$ cat src/rtl/hazard_scoreboard.sv
// hazard_scoreboard: in-flight destination tracker, load-use stall and operand forwarding.
// Optional perf counters are compiled in when HAZARD_SCOREBOARD_PERF_EN is defined.
module hazard_scoreboard #(
  parameter int XLEN           = 64,
  parameter int REG_AW         = 5,
  parameter int PIPE_DEPTH     = 3,
  parameter int LOAD_FWD_STAGE = 1
) (
  input  logic                             clk,
  input  logic                             rst,
  input  logic                             id_valid,
  input  logic                             id_reg_write,
  input  logic                             id_is_load,
  input  logic [REG_AW-1:0]                id_rd,
  input  logic [REG_AW-1:0]                id_rs1_addr,
  input  logic [REG_AW-1:0]                id_rs2_addr,
  input  logic                             id_rs1_used,
  input  logic                             id_rs2_used,
  input  logic [XLEN-1:0]                  id_rs1_data,
  input  logic [XLEN-1:0]                  id_rs2_data,
  input  logic [PIPE_DEPTH*XLEN-1:0]       stage_data,
  input  logic                             ext_stall,
  input  logic                             flush,
  output logic                             stall,
  output logic [$clog2(PIPE_DEPTH+1)-1:0]  rs1_fwd_sel,
  output logic [$clog2(PIPE_DEPTH+1)-1:0]  rs2_fwd_sel,
  output logic [XLEN-1:0]                  rs1_val,
  output logic [XLEN-1:0]                  rs2_val
`ifdef HAZARD_SCOREBOARD_PERF_EN
  ,
  output logic [31:0]                      perf_stall_cnt,
  output logic [31:0]                      perf_fwd_cnt
`endif
);

  localparam int SEL_W = $clog2(PIPE_DEPTH+1);

  typedef struct packed {
    logic              valid;
    logic [REG_AW-1:0] rd;
    logic              is_load;
  } entry_t;

  entry_t [PIPE_DEPTH-1:0] ent_q;
  entry_t [PIPE_DEPTH-1:0] ent_d;
  entry_t                  id_ent;

  logic [SEL_W-1:0] rs1_sel;
  logic [SEL_W-1:0] rs2_sel;
  logic             rs1_early;
  logic             rs2_early;
  logic             load_hazard;

  // Scan oldest to youngest so the youngest match overwrites.
  always_comb begin
    rs1_sel   = '0;
    rs2_sel   = '0;
    rs1_early = 1'b0;
    rs2_early = 1'b0;
    for (int k = PIPE_DEPTH-1; k >= 0; k--) begin
      if (id_rs1_used && (id_rs1_addr != '0) &&
          ent_q[k].valid && (ent_q[k].rd == id_rs1_addr)) begin
        rs1_sel   = SEL_W'(k + 1);
        rs1_early = ent_q[k].is_load && (k < LOAD_FWD_STAGE);
      end
      if (id_rs2_used && (id_rs2_addr != '0) &&
          ent_q[k].valid && (ent_q[k].rd == id_rs2_addr)) begin
        rs2_sel   = SEL_W'(k + 1);
        rs2_early = ent_q[k].is_load && (k < LOAD_FWD_STAGE);
      end
    end
  end

  always_comb begin
    rs1_val = id_rs1_data;
    rs2_val = id_rs2_data;
    for (int k = 0; k < PIPE_DEPTH; k++) begin
      if (rs1_sel == SEL_W'(k + 1)) begin
        rs1_val = stage_data[k*XLEN +: XLEN];
      end
      if (rs2_sel == SEL_W'(k + 1)) begin
        rs2_val = stage_data[k*XLEN +: XLEN];
      end
    end
  end

  assign load_hazard = rs1_early | rs2_early;
  assign stall       = ext_stall | (load_hazard & ~flush);
  assign rs1_fwd_sel = rs1_sel;
  assign rs2_fwd_sel = rs2_sel;

  always_comb begin
    id_ent.valid   = id_valid & id_reg_write & (id_rd != '0);
    id_ent.rd      = id_rd;
    id_ent.is_load = id_is_load;
  end

  // A frozen pipeline holds everything; flush and load-use both inject a bubble.
  always_comb begin
    ent_d = ent_q;
    if (!ext_stall) begin
      ent_d[0] = (flush | load_hazard) ? '0 : id_ent;
      for (int i = 1; i < PIPE_DEPTH; i++) begin
        ent_d[i] = ent_q[i-1];
      end
    end
  end

  always_ff @(posedge clk or negedge rst) begin
    if (!rst) begin
      ent_q <= '0;
    end else begin
      ent_q <= ent_d;
    end
  end

`ifdef HAZARD_SCOREBOARD_PERF_EN
  logic [31:0] stall_cnt_q;
  logic [31:0] fwd_cnt_q;

  always_ff @(posedge clk or negedge rst) begin
    if (!rst) begin
      stall_cnt_q <= '0;
      fwd_cnt_q   <= '0;
    end else begin
      if (load_hazard & ~flush & ~ext_stall) begin
        stall_cnt_q <= stall_cnt_q + 32'd1;
      end
      if (~stall & ((rs1_sel != '0) | (rs2_sel != '0))) begin
        fwd_cnt_q <= fwd_cnt_q + 32'd1;
      end
    end
  end

  assign perf_stall_cnt = stall_cnt_q;
  assign perf_fwd_cnt   = fwd_cnt_q;
`endif

endmodule

$ cat config.mk
export PLATFORM = sky130hd
export DESIGN_NAME = hazard_scoreboard
export DESIGN_NICKNAME = d
export VERILOG_FILES = /design/src/rtl/hazard_scoreboard.sv
export SDC_FILE = /design/constraint.sdc
export NUM_CORES = 1
export LEC_CHECK = 0
export CAP_MARGIN = 25
export CORE_AREA = 2 2 185 187
export DETAILED_ROUTE_END_ITERATION = 12
export DIE_AREA = 0 0 187 189
export GPL_ROUTABILITY_DRIVEN = 0
export SETUP_SLACK_MARGIN = 0.3
export SLEW_MARGIN = 20
export SYNTH_ARGS = -nofsm -noshare
export SYNTH_HDL_FRONTEND = slang
export SYNTH_SLANG_ARGS = --single-unit
$ cat constraint.sdc
create_clock -name clk -period 4.3 [get_ports clk]
set_input_delay 0.645 -clock clk [delete_from_list [all_inputs] [get_ports clk]]
set_output_delay 0.645 -clock clk [all_outputs]
set_load 0.01 [all_outputs]
# Yosys cells after proc, flatten, opt, wreduce, memory -nomap -nowiden
# Index checks and enable logic that the tools add are counted.
[word_totals] register_bits=19 in_bits=344 wordCells=58
[op_classes] n_eq_ne=12 reduce_logical=17 bitwise=7 n_mux=15
[ops] operator="$mux W64" count=6
[ops] operator="$eq A5 B5 Y1" count=6
[ops] operator="$reduce_bool A5 Y1" count=3
[ops] operator="$logic_and A1 B1 Y1" count=14
[ops] operator="$mux W2" count=6
[ops] operator="$eq A2 B2 Y1 const B" count=4
[ops] operator="$mux W7" count=1
[ops] operator="$eq A2 B1 Y1 const B" count=2
[ops] operator="$and A1 B1 Y1" count=3
[ops] operator="$or A1 B1 Y1" count=3
[ops] operator="$mux W1" count=2
[ops] operator="$not A1 Y1" count=1

# Depth between registers and ports, before layout
[depth] word_depth=11 mapped_depth=9 ltp_nobuf=5

# Least setup slack after synthesis
# OpenSTA, ideal clock, no wires.
[synth_path] kind="input port to output port" from="input port id_rs1_addr[1]" to="output port rs1_val[40]" path_buffers=2 required_time_ns=3.655 stages=7 slack_ns=1.367 t_arrival_ns=2.288 cell_sequence="or4_4 -> o21ai_4 -> nand3b_2 -> nand3_2 -> buf_2 -> buf_6 -> o221a_1"
[synth_between] elab_chain_cells=11 elab_cells_between_ends=20 cone_classes="6 x eq/ne; 6 x mux; 8 x reduce/logical"
[synth_lines] element="start: declaration" line_no="15" source="input logic [REG_AW-1:0] id_rs1_addr,"
[synth_lines] element="$reduce_bool A5 Y1" line_no="61" source="if (id_rs1_used && (id_rs1_addr != '0) &&"
[synth_lines] element="$logic_and A1 B1 Y1 (2 in a row)" line_no="61"
[synth_lines] element="$logic_and A1 B1 Y1" line_no="62" source="ent_q[k].valid && (ent_q[k].rd == id_rs1_addr)) begin"
[synth_lines] element="$mux W2 (2 in a row)" line_no="61"
[synth_lines] element="$mux W2 (*)" line_no="61"
[synth_lines] element="$eq A2 B1 Y1" line_no="78" source="if (rs1_sel == SEL_W'(k + 1)) begin"
[synth_lines] element="$mux W64 (2 in a row)" line_no="78"
[synth_lines] element="$mux W64 (*)" line_no="78"
[synth_lines] element="end: declaration" line_no="27" source="output logic [XLEN-1:0] rs1_val,"
# Mark *: on every way between the ends. The rest lies on a longest branch, timed or not.

# Worst setup path after layout
[layout_path] from="input port id_rs2_addr[4]" to="output port rs2_val[29]"
[layout_between] elab_chain_cells=11 elab_cells_between_ends=20 cone_classes="6 x eq/ne; 6 x mux; 8 x reduce/logical"
[layout_lines] element="start: declaration" line_no="16" source="input logic [REG_AW-1:0] id_rs2_addr,"
[layout_lines] element="$reduce_bool A5 Y1" line_no="66" source="if (id_rs2_used && (id_rs2_addr != '0) &&"
[layout_lines] element="$logic_and A1 B1 Y1 (2 in a row)" line_no="66"
[layout_lines] element="$logic_and A1 B1 Y1" line_no="67" source="ent_q[k].valid && (ent_q[k].rd == id_rs2_addr)) begin"
[layout_lines] element="$mux W2 (2 in a row)" line_no="66"
[layout_lines] element="$mux W2 (*)" line_no="66"
[layout_lines] element="$eq A2 B1 Y1" line_no="81" source="if (rs2_sel == SEL_W'(k + 1)) begin"
[layout_lines] element="$mux W64 (2 in a row)" line_no="81"
[layout_lines] element="$mux W64 (*)" line_no="81"
[layout_lines] element="end: declaration" line_no="28" source="output logic [XLEN-1:0] rs2_val"
# Marked as above.

==> out/metrics.csv <==
metric,value,unit
syn-cell-area,4910,sq um
dp_hpwl,27200,um
reg2reg_slack,2120,ps
power.leakage,3.43,nW
ant_nets,0,
synthCells,589,
start_util,14.7,%
path_class,in -> out,
seqPwrFrac,17.3,%
min_period,4020,ps
core-area,33300,sq um
syn-num-nets,933,
synth_top_area_share,20.9,%
crit_chain,clkdlybuf4s50_1 > or4_4 > o21ai_4 > nand4b_1 > buf_6 > buf_16 > o32a_1 > o221a_2 > clkdlybuf4s50_1,
clkSlewWorstSetupHoldPaths,50,ps
cp_max_fo,30,
rsz0062_at_grt,yes,
first_pass_iters,5,
fin_crit_sh,93.6,%
cts.sinks,19,
area.growth.synth_to_final,116,%
cts_tree,done,
vias_per_cell,5.43,
synth_edf_count,0,
cp_slowest_stage_delay,550,ps
grt_pass1_vias,8096,
synth.area.top_cells,"o221a_2 21%, o32a_1 13%, dfrtp_1 9.7%",
final.setup.tns,0,ps
maxCapViolCount,0,
outcome,finished clean,
cp_slowest_cell,clkdlybuf4s50_1,
clock_latency,250,ps
antenna_found_initial,3,
powerDensity,121,nW/um^2
htree_levels,1,
cp_common_cell,clkdlybuf4s50_1,
largest_register_ffs,19,
drt_iter0_drc,688,
p_int,0.876,mW
hold_violations,0,
post_drt_wl_per_cell,24.3,um
io_pins,477,
clkPwrFrac,14.6,%
hold_slack,501,ps
cp.required,3650,ps
drc,0,
synth.avg_cell_area,8.33,sq um
ys_warn_count,0,
yosys_most_used_dff,dfrtp_1,
clk_path_buf_depth,2,
switching_power,0.413,mW
cp.arrival,3380,ps
io_buffers,476,
slew_viol_final,0,
ys_ff_latch,19,
die_area,35300,sq um
fin_worst_skew,1.99,ps
row_count,67,
largest-register,ent_q,
final_nets,1367,
final_common_cell,clkdlybuf4s50_1,
grt_max_degree,65,
gr-total-overflow,0,
hold_class,reg -> reg,
p_sw_share,32.0,%
grt_pass1_wl,51800,um
cts_inserted_buffers,3,
worst_pin_slew,822,ps
synth-async-reset-ratio,100,%
relSlewSlack,45.0,%
layout-drive-gt1-share,17.2,%
ys_seq_area_share,9.69,%
endpoint_kind,output port,
setup_viol,0,
max_freq,249,MHz
via_count,7999,
peakVddDrop,0.000102,V
top_regs,ent_q (19),
grtUsageTotal,18.7,%
wl,35800,um
ys_types,41,
synth_top_cell_by_area,o221a_2,
die_w,187,um
final_cell_mix,"470 x clkdlybuf4s50_1, 91 x o221a_2, 64 x o32a_1",
startpoint_type,input port,
pwr-share-comb,68.1,%
cts_root_buf,clkbuf_16,
die_h,189,um
[worst max-delay path, delay by kind of cell]
family                 cells  cell delay [ps]
AND/OR/NAND/NOR            2              620
buffers and inverters      4             1430
AO/OA/AOI/OAI              3              640
[layout make-up]
| cell class | instances | area, sq um |
|---|---|---|
| Timing Repair Buffer | 524 | 5390 |
| Sequential cell | 19 | 475 |
| Clock inverter | 1 | 5.00 |
| Tap cell | 448 | 561 |
| Antenna cell | 2 | 5.00 |
| Fill cell | 3470 | 22700 |
| Clock buffer | 3 | 75.1 |
| Multi-Input combinational cell | 475 | 4100 |
[synth_stat cells (2+ instances only)]
cell,number
nand2b_1,7
a31oi_1,58
a32o_1,7
nor3_1,3
o32a_1,64
clkbuf_1,62
xnor2_1,18
o221a_1,30
o221a_2,91
nand4_1,3
buf_6,2
dfrtp_1,19
o2111a_1,6
xor2_1,12
nand2_1,6
nand3_2,2
a21oi_1,60
buf_2,26
buf_4,4
nand4b_1,14
or3_1,4
nor4_1,60
mux2_2,12
o21ai_1,2
[stage by stage]
step	utilization (%)	total power, mW	std cells	instance area [sq um]	worst slack (ps)
floorplan	-	0.503	589	4910	1370
global placement	31.2	1.09	1459	10400	18.6
CTS	31.6	1.28	1466	10500	271
global route	31.9	1.35	1472	10600	244
detailed placement	31.3	1.09	1460	10400	159
finish	31.9	1.29	1472	10600	277
[routing by layer]
layer | global-route usage (%) | wire, um | vias up
met5 | 0 | 9 | -
met4 | 5.25 | 830 | 2
met3 | 3.26 | 2750 | 48
met2 | 32.7 | 17600 | 514
met1 | 23.6 | 14600 | 3899
li1 | - | - | 3536
[worst paths after layout]
kind                                      start                     to  cells after the start
max                              id_rs2_addr[4]            rs2_val[29]                      9
min                        ent_q[0]$_DFFE_PN0N_   ent_q[0]$_DFFE_PN0N_                      1
max reg2reg                ent_q[3]$_DFFE_PN0N_   ent_q[3]$_DFFE_PN0N_                      6
min reg2reg                ent_q[0]$_DFFE_PN0N_   ent_q[0]$_DFFE_PN0N_                      1
max in group asynchronous                   rst  ent_q[13]$_DFFE_PN0N_                      1
min in group asynchronous                   rst  ent_q[17]$_DFFE_PN0N_                      1
[power by group through the flow]
stage / Clock [mW] / Sequential [mW] / Combinational (mW)
global placement: 0 / 0.225 / 0.860
finish: 0.189 / 0.222 / 0.878
CTS: 0.191 / 0.222 / 0.870
floorplan: 0 / 0.218 / 0.286
detailed placement: 0 / 0.226 / 0.866
global route: 0.203 / 0.226 / 0.923
[what timing repair did]
item                                    CTS  global route
cloned                                    0             1
hold buffers                              0             0
endpoints found under the setup margin  119            98
resized for setup                         7            10
pin swaps                                 1             3
buffers inserted                          2             3
[kinds of logic (layout without fill, tap and decap cells)]
| logic type | Yosys count | count (layout) | share of synthesized area (%) |
|---|---|---|---|
| DFF | 19 | 19 | 9.69 |
| muxes | 12 | 12 | 2.75 |
| buffers and inverters | 95 | 528 | 8.54 |
| AOI/OAI and AO/OA | 325 | 325 | 58.7 |
| xor gates and xnor gates | 30 | 30 | 5.36 |
| and+or+nand+nor | 108 | 108 | 15.0 |
| other | 0 | 2 | 0 |
Note: power is estimated with default switching activity, not from simulation.
